File: src/rtl/channel_access_ctrl_pkg.sv
// Shared types and constants for the time-division channel access controller.
// State encodings are fixed constants so gate-level dumps decode the same way.
package channel_access_ctrl_pkg;

  localparam int SYM_W = 9;

  localparam logic [1:0] ST_IDLE  = 2'd0;
  localparam logic [1:0] ST_TX    = 2'd1;
  localparam logic [1:0] ST_GUARD = 2'd2;

  typedef enum logic [1:0] {
    IDLE  = ST_IDLE,
    TX    = ST_TX,
    GUARD = ST_GUARD
  } state_e;

  // Counter width for a range 0..n-1, never narrower than one bit.
  function automatic int cnt_width(input int n);
    return (n > 1) ? $clog2(n) : 1;
  endfunction

endpackage

File: src/rtl/channel_access_ctrl_rr_pick.sv
// Combinational round-robin select: scans ptr+1, ptr+2, ... modulo NREQ and
// returns the first set request as a one-hot vector and as an index.
module channel_access_ctrl_rr_pick
  import channel_access_ctrl_pkg::*;
#(
  parameter int NREQ  = 2,
  parameter int IDX_W = cnt_width(NREQ)
) (
  input  logic [NREQ-1:0]  req,
  input  logic [IDX_W-1:0] ptr,
  output logic [NREQ-1:0]  gnt,
  output logic [IDX_W-1:0] idx,
  output logic             any
);

  logic [IDX_W-1:0] cand;

  always_comb begin
    gnt  = '0;
    idx  = '0;
    any  = 1'b0;
    cand = '0;
    // k = NREQ wraps back to ptr itself, so the last owner is checked last.
    for (int k = 1; k <= NREQ; k++) begin
      cand = IDX_W'((int'(ptr) + k) % NREQ);
      if (!any && req[cand]) begin
        any       = 1'b1;
        gnt[cand] = 1'b1;
        idx       = cand;
      end
    end
  end

endmodule

File: src/rtl/channel_access_ctrl.sv
// Time-division access controller: round-robin bursts of up to FRAME_LEN
// symbols, each followed by GUARD_LEN noise-only symbols, on the symbol grid.
module channel_access_ctrl
  import channel_access_ctrl_pkg::*;
#(
  parameter int NREQ      = 2,
  parameter int FRAME_LEN = 8,
  parameter int GUARD_LEN = 2,
  parameter int SYM_DIV   = 4
) (
  input  logic                 clk,
  input  logic                 reset,
  input  logic [NREQ-1:0]      req,
  input  logic [NREQ*SYM_W-1:0] tx_data,
  output logic [NREQ-1:0]      grant,
  output logic                 is_transmit,
  output logic                 rest,
  output logic [SYM_W-1:0]     channel_data,
  output logic                 sym_strobe,
  output logic                 frame_done
);

  localparam int IDX_W = cnt_width(NREQ);
  localparam int SC_W  = cnt_width(FRAME_LEN);
  localparam int GC_W  = cnt_width(GUARD_LEN);
  localparam int DIV_W = cnt_width(SYM_DIV);

  localparam logic [SC_W-1:0]  SC_LAST  = SC_W'(FRAME_LEN - 1);
  localparam logic [GC_W-1:0]  GC_LAST  = GC_W'(GUARD_LEN - 1);
  localparam logic [DIV_W-1:0] DIV_LAST = DIV_W'(SYM_DIV - 1);

  state_e           state;
  logic [DIV_W-1:0] div;
  logic [SC_W-1:0]  sym_cnt;
  logic [GC_W-1:0]  guard_cnt;
  logic [IDX_W-1:0] rr_ptr;

  logic [NREQ-1:0]  pick_gnt;
  logic [IDX_W-1:0] pick_idx;
  logic             pick_any;
  logic             burst_end;

  channel_access_ctrl_rr_pick #(
    .NREQ  (NREQ),
    .IDX_W (IDX_W)
  ) u_rr_pick (
    .req (req),
    .ptr (rr_ptr),
    .gnt (pick_gnt),
    .idx (pick_idx),
    .any (pick_any)
  );

  assign sym_strobe = (div == DIV_LAST);

  // During TX rr_ptr holds the current owner's index.
  assign burst_end  = !req[rr_ptr] || (sym_cnt == SC_LAST);
  assign frame_done = sym_strobe && (state == TX) && burst_end;

  always_ff @(posedge clk) begin
    if (reset) begin
      state       <= IDLE;
      div         <= '0;
      sym_cnt     <= '0;
      guard_cnt   <= '0;
      rr_ptr      <= IDX_W'(NREQ - 1);
      grant       <= '0;
      is_transmit <= 1'b0;
      rest        <= 1'b0;
    end else begin
      div <= sym_strobe ? '0 : div + DIV_W'(1);
      if (sym_strobe) begin
        case (state)
          IDLE: begin
            if (pick_any) begin
              state       <= TX;
              grant       <= pick_gnt;
              rr_ptr      <= pick_idx;
              sym_cnt     <= '0;
              is_transmit <= 1'b1;
            end
          end
          TX: begin
            if (burst_end) begin
              state       <= GUARD;
              guard_cnt   <= '0;
              grant       <= '0;
              is_transmit <= 1'b0;
              rest        <= 1'b1;
            end else begin
              sym_cnt <= sym_cnt + SC_W'(1);
            end
          end
          GUARD: begin
            if (guard_cnt == GC_LAST) begin
              rest <= 1'b0;
              if (pick_any) begin
                state       <= TX;
                grant       <= pick_gnt;
                rr_ptr      <= pick_idx;
                sym_cnt     <= '0;
                is_transmit <= 1'b1;
              end else begin
                state <= IDLE;
              end
            end else begin
              guard_cnt <= guard_cnt + GC_W'(1);
            end
          end
          default: begin
            state       <= IDLE;
            grant       <= '0;
            is_transmit <= 1'b0;
            rest        <= 1'b0;
          end
        endcase
      end
    end
  end

  always_comb begin
    channel_data = '0;
    for (int i = 0; i < NREQ; i++) begin
      if (grant[i]) channel_data = channel_data | tx_data[i*SYM_W +: SYM_W];
    end
  end

endmodule

File: config.mk
export PLATFORM = sky130hd
export DESIGN_NAME = channel_access_ctrl
export DESIGN_NICKNAME = d
export VERILOG_FILES = /design/src/rtl/channel_access_ctrl_pkg.sv /design/src/rtl/channel_access_ctrl_rr_pick.sv /design/src/rtl/channel_access_ctrl.sv
export SDC_FILE = /design/constraint.sdc
export NUM_CORES = 1
export LEC_CHECK = 0
export ABC_AREA = 1
export CAP_MARGIN = 20
export CORE_MARGIN = 1.5
export CORE_UTILIZATION = 43
export CTS_CLUSTER_SIZE = 16
export DETAILED_ROUTE_END_ITERATION = 10
export PLACE_DENSITY = 0.88
export SYNTH_ARGS = -nofsm -noshare
export SYNTH_HDL_FRONTEND = slang
export SYNTH_SLANG_ARGS = --single-unit
File: constraint.sdc
create_clock -name clk -period 2.7 [get_ports clk]
set_input_delay 0.27 -clock clk [delete_from_list [all_inputs] [get_ports clk]]
set_output_delay 0.27 -clock clk [all_outputs]
set_load 0.02 [all_outputs]
==> flow_summary.json, run 1 <==
{
  "outcome": "finished, final reports clean",
  "fin_nets": 164,
  "cts_setup_buffers": 0,
  "clk_latency_ns": 0.27,
  "cp.arrival_ns": 1.91,
  "powerDensity_mw_per_mm2": 372,
  "cts_sinks": 13,
  "grt_overflow": 0,
  "drt-total-wl_um": 2020,
  "syn_area_per_cell_um2": 7.78,
  "viasPerCell": 5.10,
  "ys_types": 22,
  "fp.dieH_um": 45.7,
  "cp-start-kind": "flip-flop",
  "regToRegStartpoint": "sym_cnt[0]",
  "hp-class": "flip-flop to flip-flop",
  "synth_largest_area_cell": "dfxtp_1",
  "cp.required_ns": 2.43,
  "port_buffers": 36,
  "setup_violations": 0,
  "die_area_mm2": 0.00209,
  "worst-slew-pin-transition_ns": 0.355,
  "cts_max_path_buffers": 2,
  "vias": 832,
  "drc": 0,
  "cp_max_fo": 4,
  "yosysMostFrequentCell": "nand2_1",
  "synthTopCellsByArea": "dfxtp_1, a22o_1, nand2_1, a21oi_1, nand3_2",
  "die_w_um": 45.7,
  "core_area_mm2": 0.00173,
  "cts-hold-fix-buffers": 0,
  "crit_chain": "ha_1, ha_1, inv_1, nand3_1, nand3_1, inv_1, clkdlybuf4s50_1",
  "slew_viol_final": 0,
  "areaGrowthSynthToFinish_pct": 51.3,
  "hold_path_depth": 1,
  "max_stage_delay_ns": 0.53,
  "dr.pass1.iters": 4,
  "finalWeightedCongestion": 0.811,
  "hp-start": "div[0]",
  "worst_clock_skew_ns": 0.00245,
  "slowest_stage": "clkdlybuf4s50_1",
  "synthArstFlopShare": 0,
  "cts_tree": "yes",
  "power_uw": 442,
  "r2r_cells": 9,
  "antenna_found_initial": 0,
  "crit_type": "flip-flop to output port",
  "max_clock_freq_mhz": 459,
  "fin_crit_sh": 0.806,
  "first_iter_violations": 17,
  "peakVddDrop_v": 0.000427,
  "n_antenna_cell": 0,
  "synth-edff-count": 0,
  "cts_made_buffers": 3,
  "whs_ns": 0.442,
  "hpwlAfterDp_um": 1690,
  "grt_setup_unrepaired": "false",
  "grt_pass1_wl_um": 2950,
  "cap_violations": 0,
  "synth_top_area_frac": 0.331,
  "synth_area_um2": 786,
  "slew_headroom": 0.762,
  "worstSetupStartpoint": "sym_cnt[0]",
  "rrSetupSlack_ns": 1.33,
  "ys_warn_count": 0,
  "num_rows": 15,
  "ys_seq_elements": 13,
  "track_usage": 0.197,
  "syn-num-nets": 126,
  "synthTopCellsByCount": "nand2_1, dfxtp_1, a21oi_1, inv_1, a22o_1",
  "io_pins": 37,
  "drtAntennaViolNets": 0,
  "cp-end-kind": "output port",
  "start_util": 0.455,
  "h-tree-depth": 1,
  "avgRoutedWirePerCell_um": 12.4,
  "p_leak_nw": 0.487,
  "drive_above_1_share": 0.145,
  "setup_tns_ns": 0,
  "grt_pass1_vias": 756,
  "ctsResizeCount": 0,
  "synth_cells": 101,
  "synthFlopType": "dfxtp_1",
  "clkTransAtPathRegs_ns": 0.08,
  "grt_start_max_net_pins": 12,
  "reg2reg_to": "sym_cnt[0]",
  "fillers": 169,
  "clockRootBuffer": "clkbuf_4",
  "hold_viol": 0,
  "synth_seq_area_share": 0.331,
  "period_needed_ns": 2.18,
  "hold_end": "div[0]"
}
-- cells in the final DEF (no fill, tap or decap), drive strengths merged --
master         synthesis  final
or2                    1      1
o21ai                  1      1
dfxtp                 13     13
clkinv                 1      1
nor3b                  1      1
nand4                  4      4
a22o                   9      9
nand3                 11     11
inv                   13     13
ha                     3      3
clkdlybuf4s50          0     36
clkbuf                 2      4
nor3                   3      3
nor2                   6      6
nand2                 21     21
a21oi                 11     11
-- cell families (layout without fill, tap and decap cells) --
family | count (synthesis) | after routing | share of synthesized area
fa+ha+maj | 3 | 3 | 0.0478
buf+inv | 17 | 54 | 0.0876
simple gates | 47 | 47 | 0.357
flops | 13 | 13 | 0.331
compound gates | 21 | 21 | 0.177
-- through the flow --
stage | instance area (um^2) | setup WS (ns) | std cells | utilization
3_5_place_dp | 1160 | 0.619 | 159 | 0.673
5_1_grt | 1190 | 0.420 | 163 | 0.688
3_3_place_gp | 1160 | 0.648 | 159 | 0.673
6_report | 1190 | 0.523 | 163 | 0.688
2_1_floorplan | 786 | 1.35 | 101 | -
4_1_cts | 1190 | 0.506 | 163 | 0.688
-- worst max path at each step --
stage,endpoint,slack (ns)
after floorplan,frame_done,1.35
final,frame_done,0.52
after global routing,frame_done,0.42
after CTS,frame_done,0.51
after detailed placement,frame_done,0.62
after global placement,frame_done,0.65
-- where the power goes --
group | total (mW) | leakage, nW | switching (mW) | internal [mW]
registers | 0.208 | 0.105 | 0.00840 | 0.200
logic | 0.117 | 0.367 | 0.0548 | 0.0620
clock network | 0.117 | 0.0150 | 0.0598 | 0.0572
-- layout make-up --
type | instances | area (um^2) | area share
Tap cell | 25 | 31.3 | 0.0263
Inverter | 14 | 53.8 | 0.0453
Clock buffer | 4 | 26.3 | 0.0221
Timing Repair Buffer | 36 | 360 | 0.303
Multi-Input combinational cell | 71 | 457 | 0.384
Sequential cell | 13 | 260 | 0.219
-- registers in the layout, indices dropped and copies added (netlist names) --
name,flops
div,2
rr_ptr,1
is_transmit,1
guard_cnt,1
rest,1
grant,2
state,2
sym_cnt,3
-- worst max-delay path: cells and delay by family (launching register included) --
family,cells,cell delay [ns]
and+or+nand+nor,2,0.24
buffers and inverters,3,0.69
DFF,1,0.32
adders and majority gates,2,0.40
-- metal layers --
layer / up-vias / global-route usage / wire length (um)
met5: - / 0 / 0
met2: 37 / 0.386 / 1020
met1: 372 / 0.192 / 761
li1: 419 / - / -
met3: 4 / 0.0675 / 223
met4: 0 / 0.0514 / 23
(Power assumes the default switching activity.)
==> run 2, diff against run 1 <==
--- a/config.mk
+++ b/config.mk
@@ -8,10 +8,10 @@
 export ABC_AREA = 1
 export CAP_MARGIN = 20
 export CORE_MARGIN = 1.5
-export CORE_UTILIZATION = 43
+export CORE_UTILIZATION = 36
 export CTS_CLUSTER_SIZE = 16
 export DETAILED_ROUTE_END_ITERATION = 10
-export PLACE_DENSITY = 0.88
+export PLACE_DENSITY = 0.79
 export SYNTH_ARGS = -nofsm -noshare
 export SYNTH_HDL_FRONTEND = slang
 export SYNTH_SLANG_ARGS = --single-unit
==> constraint.sdc (replaced) <==
create_clock -name clk -period 2 [get_ports clk]
set_input_delay 0.2 -clock clk [delete_from_list [all_inputs] [get_ports clk]]
set_output_delay 0.2 -clock clk [all_outputs]
set_load 0.02 [all_outputs]
==> run 2 against run 1 <==
Die area increased by 18%. Largest cell class unchanged. Sequential share of layout area decreased by 0.38 points. Sequential power increased by 36%. Clock-buffer cell count unchanged. Highest routed layer unchanged. Power increased by 37%. Worst hold slack got worse by 0.017 ns. Largest power group unchanged. Critical path type unchanged. Register-to-register slack got worse by 0.71 ns. Clock power increased by 39%. Final cell count increased by 2.5%.
==> flow_summary.json, run 2 (same netlist as run 1, synthesis figures left out) <==
{
  "outcome": "finished, final reports clean",
  "drive_above_1_share": 0.171,
  "hold_viol": 0,
  "drc": 0,
  "track_usage": 0.180,
  "fin_cells": 167,
  "h-tree-depth": 1,
  "n_antenna_cell": 0,
  "hold_path_depth": 1,
  "clk_latency_ns": 0.28,
  "dr.pass1.iters": 4,
  "fin_crit_sh": 0.927,
  "grt_setup_unrepaired": "false",
  "grt_overflow": 0,
  "io_pins": 37,
  "slew_headroom": 0.743,
  "viasPerCell": 4.89,
  "p_comb_frac": 0.267,
  "clkTransAtPathRegs_ns": 0.08,
  "hold_end": "div[0]",
  "fillers": 179,
  "p_seq_frac": 0.464,
  "first_iter_violations": 17,
  "r2r_cells": 8,
  "drt-total-wl_um": 2080,
  "cp_max_fo": 11,
  "finalWeightedCongestion": 0.878,
  "rrSetupSlack_ns": 0.62,
  "regMostFlops": "sym_cnt",
  "period_needed_ns": 1.85,
  "final_cell_mix": "clkdlybuf4s50_1, nand2_1, dfxtp_1, a21oi_1",
  "reg2reg_to": "sym_cnt[2]",
  "p_leak_nw": 0.503,
  "cts_max_path_buffers": 2,
  "setup_tns_ns": 0,
  "switching_share": 0.285,
  "final_core_util": 0.604,
  "grt_pass1_wl_um": 3480,
  "intPower_uw": 434,
  "cp.arrival_ns": 1.65,
  "cts_made_buffers": 3,
  "clockRootBuffer": "clkbuf_4",
  "die_area_mm2": 0.00247,
  "num_rows": 16,
  "fp.dieH_um": 49.7,
  "core_area_mm2": 0.00200,
  "dp.cells": 163,
  "max_clock_freq_mhz": 539,
  "fin_nets": 166,
  "powerDensity_mw_per_mm2": 501,
  "worst_clock_skew_ns": 0.0101,
  "stdcell_area_mm2": 0.00121,
  "largest_register_ff_count": 3,
  "antenna_found_initial": 0,
  "grt_start_max_net_pins": 12,
  "crit_type": "flip-flop to output port",
  "worst-slew-pin-transition_ns": 0.384,
  "cap_violations": 0,
  "hp-start": "div[0]",
  "start_util": 0.393,
  "hp-class": "flip-flop to flip-flop",
  "areaGrowthSynthToFinish_pct": 54.0,
  "p_sw_uw": 173,
  "cts_tree": "yes",
  "peakVddDrop_v": 0.000474,
  "power_uw": 606,
  "cts_setup_buffers": 0,
  "port_buffers": 36,
  "drtAntennaViolNets": 0,
  "die_w_um": 49.7,
  "clockPowerShare": 0.268,
  "vias": 817,
  "layout_commonest_cell": "clkdlybuf4s50_1",
  "cp-end-kind": "output port",
  "hpwlAfterDp_um": 1670,
  "slew_viol_final": 0,
  "cp.required_ns": 1.80,
  "cp-start-kind": "flip-flop",
  "cts_sinks": 13,
  "regToRegStartpoint": "sym_cnt[0]",
  "avgRoutedWirePerCell_um": 12.4,
  "setup_violations": 0,
  "cts-hold-fix-buffers": 0,
  "grt_pass1_vias": 755,
  "dpl_cell_area_mm2": 0.00118
}
[run 2: cell count changes in the layout (fill, tap and decap cells not counted), sizes merged]
cell	previous run	this run
dlygate4sd2	0	1
clkdlybuf4s50	36	35
buf	0	2
[run 2: what timing repair did]
item / CTS / global route
resized for setup: 1 / 2
hold endpoints to repair: 0 / 0
gates cloned: 0 / 0
endpoints found under the setup margin: 1 / 1
[run 2: critical path, cell delays in order (launching register included)]
cell	delay, ns
dfxtp_1	0.55
a22o_1	0.22
clkdlybuf4s50_1	0.61
[run 2: how the worst max path moves through the flow]
stage | startpoint | end | slack, ns | depth (start not counted)
2_1_floorplan | sym_cnt[0] | frame_done | 0.72 | 6
3_3_place_gp | req[0] | frame_done | 0.09 | 7
3_5_place_dp | req[0] | frame_done | 0.06 | 7
4_1_cts | sym_cnt[0] | frame_done | 0.06 | 7
5_1_grt | grant[0] | channel_data[2] | 0.006 | 2
6_report | grant[0] | channel_data[4] | 0.15 | 2
[run 2: layout make-up]
type / instances / area [um^2] / share of cell area
Clock buffer: 4 / 26.3 / 0.0217
Timing Repair Buffer: 38 / 374 / 0.309
Tap cell: 27 / 33.8 / 0.0279
Inverter: 14 / 53.8 / 0.0445
Sequential cell: 13 / 260 / 0.215
Multi-Input combinational cell: 71 / 462 / 0.382
[run 2: layer usage]
metal / global-route usage / part of all wire
met5: 0 / 0
met4: 0.0417 / 0.013
met3: 0.0364 / 0.016
met2: 0.296 / 0.51
met1: 0.241 / 0.46
[run 2: power groups by stage]
stage	clock network [mW]	logic, mW	registers [mW]
detailed placement	0	0.161	0.288
CTS	0.169	0.161	0.281
floorplan	0	0.0811	0.285
global route	0.186	0.175	0.284
finish	0.163	0.162	0.282
global placement	0	0.158	0.287
[run 2: per-stage QoR]
step | hold WS, ns | setup slack, ns
after CTS | 0.427 | 0.0622
final | 0.426 | 0.145
after global routing | 0.454 | 0.00596
after global placement | 0.408 | 0.0859
after detailed placement | 0.417 | 0.0578
after floorplan | 0.398 | 0.723
